===== config.mk =====
export PLATFORM = sky130hd
export DESIGN_NAME = rr_arbiter
export DESIGN_NICKNAME = d
export VERILOG_FILES = /design/src/rtl/rr_arb_pkg.sv /design/src/rtl/rr_arb_pick.sv /design/src/rtl/rr_arbiter.sv
export SDC_FILE = /design/constraint.sdc
export NUM_CORES = 1
export LEC_CHECK = 0
export CORE_ASPECT_RATIO = 0.7
export CORE_MARGIN = 3
export CORE_UTILIZATION = 37
export DETAILED_ROUTE_END_ITERATION = 10
export GPL_TIMING_DRIVEN = 0
export SLEW_MARGIN = 20
export SYNTH_ARGS = -nofsm -noshare
export SYNTH_HDL_FRONTEND = slang
export SYNTH_HIERARCHICAL = 1
export SYNTH_SLANG_ARGS = --single-unit

===== constraint.sdc =====
create_clock -name clk -period 6.8 [get_ports clk]
set_clock_uncertainty 0.1 [all_clocks]
set_input_delay 2.04 -clock clk [delete_from_list [all_inputs] [get_ports clk]]
set_output_delay 2.04 -clock clk [all_outputs]
set_load 0.1 [all_outputs]

===== src/rtl/rr_arb_pkg.sv =====
// Shared definitions for the round-robin packet arbiter:
// FSM state encoding and the grant-index width helper.
package rr_arb_pkg;

  // FSM state encoding (kept as plain constants for legacy tools)
  localparam logic [0:0] ST_IDLE = 1'b0;
  localparam logic [0:0] ST_BUSY = 1'b1;

  // Width of a binary requester index; a single requester still gets one bit
  function automatic int idw(input int n);
    if (n <= 2) begin
      return 1;
    end else begin
      return $clog2(n);
    end
  endfunction

endpackage


===== src/rtl/rr_arb_pick.sv =====
// Rotating priority picker.
// The request vector is rotated so that requester 'ptr' lands on bit 0.
// The lowest set bit of the rotated vector wins, exactly as in the old
// fixed-priority arbiter. The winning position is then mapped back to the
// real requester index.
// Purely combinational.
module rr_arb_pick
  import rr_arb_pkg::*;
#(
  parameter int N = 4,
  localparam int IDW = idw(N)
) (
  input  logic [N-1:0]   req,
  input  logic [IDW-1:0] ptr,
  output logic [N-1:0]   win,
  output logic [IDW-1:0] win_id,
  output logic           valid
);

  logic [2*N-1:0] dbl_s;
  logic [N-1:0]   rot_s;
  int             sel_s;
  int             sum_s;

  // Rotate, priority-encode the lowest set bit, then unrotate to a real index
  always_comb begin
    dbl_s = {req, req};
    rot_s = dbl_s[int'(ptr) +: N];
    sel_s = 32'sd0;
    for (int k = N - 1; k >= 0; k--) begin
      sel_s = rot_s[k] ? k : sel_s;
    end
    sum_s = int'(ptr) + sel_s;
    if (sum_s >= N) begin
      sum_s = sum_s - N;
    end else begin
      sum_s = sum_s;
    end
    valid  = |req;
    win_id = valid ? IDW'(sum_s) : '0;
    win    = valid ? (N'(1) << sum_s) : '0;
  end

endmodule


===== src/rtl/rr_arbiter.sv =====
// Round-robin packet arbiter.
// N requesters share one downstream channel. The grant is registered and
// held for a whole packet; it is released on an accepted beat carrying
// 'last'. On release the arbiter re-arbitrates in the same cycle, so
// back-to-back packets see no bubble. The pointer advances to winner+1 at
// every new grant, which makes the previous winner the lowest priority.
//
// Optional feature: define RR_ARB_MAXBURST_EN to cap every grant at
// MAXBURST beats. The MAXBURST-th beat then releases the grant just as
// 'last' does. Without the macro, MAXBURST is ignored.
module rr_arbiter
  import rr_arb_pkg::*;
#(
  parameter int N        = 4,
  parameter int MAXBURST = 8,
  localparam int IDW     = idw(N)
) (
  input  logic           clk,
  input  logic           nreset,
  input  logic [N-1:0]   req,
  input  logic [N-1:0]   last,
  input  logic           ready,
  output logic [N-1:0]   grant,
  output logic [IDW-1:0] grant_id,
  output logic           busy
);

  logic [0:0]     state_r;
  logic [0:0]     state_n_s;
  logic [IDW-1:0] ptr_r;
  logic [IDW-1:0] ptr_n_s;
  logic [N-1:0]   grant_r;
  logic [N-1:0]   grant_n_s;
  logic [IDW-1:0] id_r;
  logic [IDW-1:0] id_n_s;
  logic           busy_r;

  logic [N-1:0]   win_s;
  logic [IDW-1:0] win_id_s;
  logic           win_vld_s;
  logic [IDW-1:0] ptr_adv_s;
  int             ptr_sum_s;

  logic           beat_s;
  logic           burst_end_s;
  logic           rel_s;
  logic           new_grant_s;

  rr_arb_pick #(
    .N (N)
  ) u_pick (
    .req    (req),
    .ptr    (ptr_r),
    .win    (win_s),
    .win_id (win_id_s),
    .valid  (win_vld_s)
  );

  // Pointer value that follows a grant to win_id_s: (winner + 1) mod N
  always_comb begin
    ptr_sum_s = int'(win_id_s) + 1;
    if (ptr_sum_s >= N) begin
      ptr_sum_s = 0;
    end else begin
      ptr_sum_s = ptr_sum_s;
    end
    ptr_adv_s = IDW'(ptr_sum_s);
  end

  // A beat is an accepted transfer from the current owner while a grant is active
  always_comb begin
    if (state_r == ST_BUSY) begin
      beat_s = req[id_r] & grant_r[id_r] & ready;
    end else begin
      beat_s = 1'b0;
    end
  end

`ifdef RR_ARB_MAXBURST_EN
  localparam int CW = $clog2(MAXBURST + 1);

  logic [CW-1:0] cnt_r;

  // The beat that completes MAXBURST beats ends the grant
  always_comb begin
    if (cnt_r == CW'(MAXBURST - 1)) begin
      burst_end_s = beat_s;
    end else begin
      burst_end_s = 1'b0;
    end
  end

  // Beats taken under the current grant; a new grant restarts the count
  always_ff @(posedge clk or negedge nreset) begin
    if (!nreset) begin
      cnt_r <= '0;
    end else if (new_grant_s) begin
      cnt_r <= '0;
    end else if (beat_s) begin
      cnt_r <= cnt_r + CW'(1);
    end else begin
      cnt_r <= cnt_r;
    end
  end
`else
  // Only 'last' ends a grant in this build
  always_comb begin
    burst_end_s = 1'b0;
  end
`endif

  // Release on the final beat of a packet (or of a capped burst)
  always_comb begin
    rel_s = beat_s & (last[id_r] | burst_end_s);
  end

  // Next-state logic: grant from IDLE, hold while BUSY, re-arbitrate on release
  always_comb begin
    state_n_s   = state_r;
    ptr_n_s     = ptr_r;
    grant_n_s   = grant_r;
    id_n_s      = id_r;
    new_grant_s = 1'b0;
    case (state_r)
      ST_IDLE: begin
        if (win_vld_s) begin
          state_n_s   = ST_BUSY;
          grant_n_s   = win_s;
          id_n_s      = win_id_s;
          ptr_n_s     = ptr_adv_s;
          new_grant_s = 1'b1;
        end else begin
          grant_n_s = '0;
          id_n_s    = '0;
        end
      end
      ST_BUSY: begin
        if (rel_s) begin
          if (win_vld_s) begin
            state_n_s   = ST_BUSY;
            grant_n_s   = win_s;
            id_n_s      = win_id_s;
            ptr_n_s     = ptr_adv_s;
            new_grant_s = 1'b1;
          end else begin
            state_n_s = ST_IDLE;
            grant_n_s = '0;
            id_n_s    = '0;
          end
        end else begin
          state_n_s = ST_BUSY;
        end
      end
      default: begin
        state_n_s = ST_IDLE;
        grant_n_s = '0;
        id_n_s    = '0;
      end
    endcase
  end

  // State, pointer and registered grant outputs
  always_ff @(posedge clk or negedge nreset) begin
    if (!nreset) begin
      state_r <= ST_IDLE;
      ptr_r   <= '0;
      grant_r <= '0;
      id_r    <= '0;
      busy_r  <= 1'b0;
    end else begin
      state_r <= state_n_s;
      ptr_r   <= ptr_n_s;
      grant_r <= grant_n_s;
      id_r    <= id_n_s;
      busy_r  <= |grant_n_s;
    end
  end

  assign grant    = grant_r;
  assign grant_id = id_r;
  assign busy     = busy_r;

endmodule


==> out/results.ini <==
[detailed_routing]
finalWirelength_mm = 1.76
drt_pass1_iterations = 4
wire_per_inst_um = 13.1
drt_drc_violations_left = 0
drt_iter0_markers = 15
num_vias = 670
drt-vias-per-instance = 4.96
drtAntennaViolNets = 0

[sta]
finalCriticalPeriod_ns = 4.78
fin_setup_tns_ns = 0
fmax_mhz = 209
hold_viol = 0
setup_viol = 0
maxSlewViolCount = 0
hold_slack_ns = 0.454
maxSlewHeadroom_pct = 35.0
setup_ws_ns = 2.02
period_share_pct = 70.2
worstMarginPinSlew_ns = 0.973
grt_setup_unrepaired = false

[grt]
track_usage_pct = 14.0
grt_max_degree = 11
grt_pass1_wl_mm = 2.70
overflow = 0
antenna_found_initial = 0
first_global_vias = 576

[worst_setup_path]
end_kind = flop
cp.required_ns = 6.86
cp.arrival_ns = 4.83
critPathKind = in2reg
crit_path_max_fanout = 7
crit_path_start_kind = input pin

[logic_synthesis]
synth.avg_cell_area_um2 = 9.58
syn_inst = 85
ys_seq_elements = 10
ys_seq_area_share_pct = 30.7
synth_cell_type_count = 32
syn_nets = 98
netlist_area_um2 = 815
yosys_warnings = 6

[floorplan]
coreArea_um2 = 1970
die_w_um = 62.1
rows = 13
start_util_pct = 41.4
fp.dieH_um = 45.3
io_pins = 18
die_area_um2 = 2810

[clocking]
clkLatencyLatePin_ns = 0.27
cts_setup_buffers = 0
ctsHoldBuffers = 0
cts_buffers = 3
htreeDepth = 1
cts_root_buf = clkbuf_4
cts-resized-gates = 0
cts_tree = yes
clockBufferDepth = 2
cts.sinks = 10
clk_pin_slew_ns = 0.07

[place]
dp.cells = 132
dp_hpwl_mm = 1.42
place_congestion = 0.759
pre_cts_slack_ns = 1.77
io_buffer_count = 17

[cells_and_area]
diodes = 0
fill_cells = 182
syn2layout_area_growth_pct = 28.3
instances_no_fill = 135
nets = 120
drive_gt1_share_pct = 15.2

[min_path]
min_path_type = reg2reg

[run]
max_cap_violations = 0

[status]
status = completed

-- cell usage after synthesis --
master | instances | share of area [%]
nand2b_1 | 3 | 2.3
o31a_1 | 1 | 1.1
inv_1 | 10 | 4.6
mux2_4 | 2 | 3.7
o211ai_1 | 1 | 0.92
nand4_1 | 2 | 1.5
nor4_1 | 1 | 0.77
nand2_1 | 12 | 5.5
nor2_1 | 6 | 2.8
nor3_4 | 1 | 2.0
o31ai_2 | 1 | 1.5
o22ai_4 | 1 | 2.5
a21oi_2 | 2 | 2.2
o41ai_1 | 1 | 1.1
a32oi_4 | 1 | 3.4
ha_1 | 2 | 3.1
dfrtp_1 | 10 | 31
or2_2 | 1 | 0.77
or2_1 | 1 | 0.77
mux2i_1 | 12 | 15
a2bb2oi_1 | 1 | 1.1
xnor2_1 | 1 | 1.1
nor4_2 | 1 | 1.5
or3_1 | 1 | 0.77
clkbuf_1 | 1 | 0.46
nand4b_1 | 2 | 2.2
mux2_2 | 2 | 2.8
a21oi_1 | 1 | 0.61
nor2b_1 | 1 | 0.77
and2b_1 | 1 | 0.92
buf_6 | 1 | 1.4
o21ai_0 | 1 | 0.61
-- critical path, cell delays in order --
cell	delay [ns]
clkdlybuf4s50_1	0.67
inv_1	0.10
o21ai_0	0.18
a21oi_1	0.09
o31a_1	0.29
ha_1	0.19
xnor2_1	0.39
nor2_1	0.08
mux2_4	0.29
ha_1	0.26
mux2_2	0.25
-- cells by family (layout without fill, tap and decap cells) --
| group | Yosys count | count (layout) | synth area share, % |
|---|---|---|---|
| multiplexers | 16 | 16 | 21.2 |
| AO/OA/AOI/OAI | 11 | 11 | 14.9 |
| adder cells (fa/ha/maj) | 2 | 2 | 3.07 |
| flip-flops | 10 | 10 | 30.7 |
| buffers and inverters | 12 | 32 | 6.45 |
| XOR/XNOR | 1 | 1 | 1.08 |
| AND/OR/NAND/NOR | 33 | 33 | 22.6 |
-- final cells by class --
class                   count  area, µm²  share of cell area, %
inverters                  10       37.5                   3.59
plain buffers               2       15.0                   1.44
repair buffers             17        170                   16.3
clock buffers               3       22.5                   2.16
well taps                  30       37.5                   3.59
multi-input cells          63        512                   49.0
flip-flops and latches     10        250                   24.0
-- stage by stage --
step	cell area, µm²	util [%]
global placement	1020	51.9
floorplan	815	-
finish	1040	53.1
global route	1040	53.1
detailed placement	1020	51.9
CTS	1040	53.1
-- worst paths after layout --
path / startpoint / slack, ns / cells after the start / to
min in group asynchronous: nreset / 1.99 / 1 / ptr_r[0]
worst min register to register: grant_id[0] / 0.45 / 2 / grant_id[0]
worst max-delay path: req[0] / 2.02 / 11 / ptr_r[1]
worst max register to register: ptr_r[1] / 4.11 / 10 / ptr_r[1]
worst min-delay path: grant_id[0] / 0.45 / 2 / grant_id[0]
max in group asynchronous: nreset / 4.26 / 1 / grant[0]
-- state kept, by name, summed over array words and instances (netlist names) --
name / count
grant: 4
grant_id: 2
ptr_r: 2
busy: 1
state_r: 1
-- cells in the final DEF (no fill, tap or decap), drive strengths merged, types with 2 or more instances in the layout --
cell type      Yosys  final
nand4              2      2
nor4               2      2
mux2               4      4
dfrtp             10     10
or2                2      2
clkbuf             1      4
mux2i             12     12
ha                 2      2
nand4b             2      2
nand2b             3      3
a21oi              3      3
clkdlybuf4s50      0     17
inv               10     10
nor2               6      6
nand2             12     12
-- per-layer routing --
metal	part of all wire [%]	track usage, %
met1	51	19.9
met4	0.96	5.08
met2	44	18.6
met5	0	0
met3	4.0	6.00
Power is not shown: default switching activity piles up to over one toggle a cycle in this logic, so the estimate is an artifact.
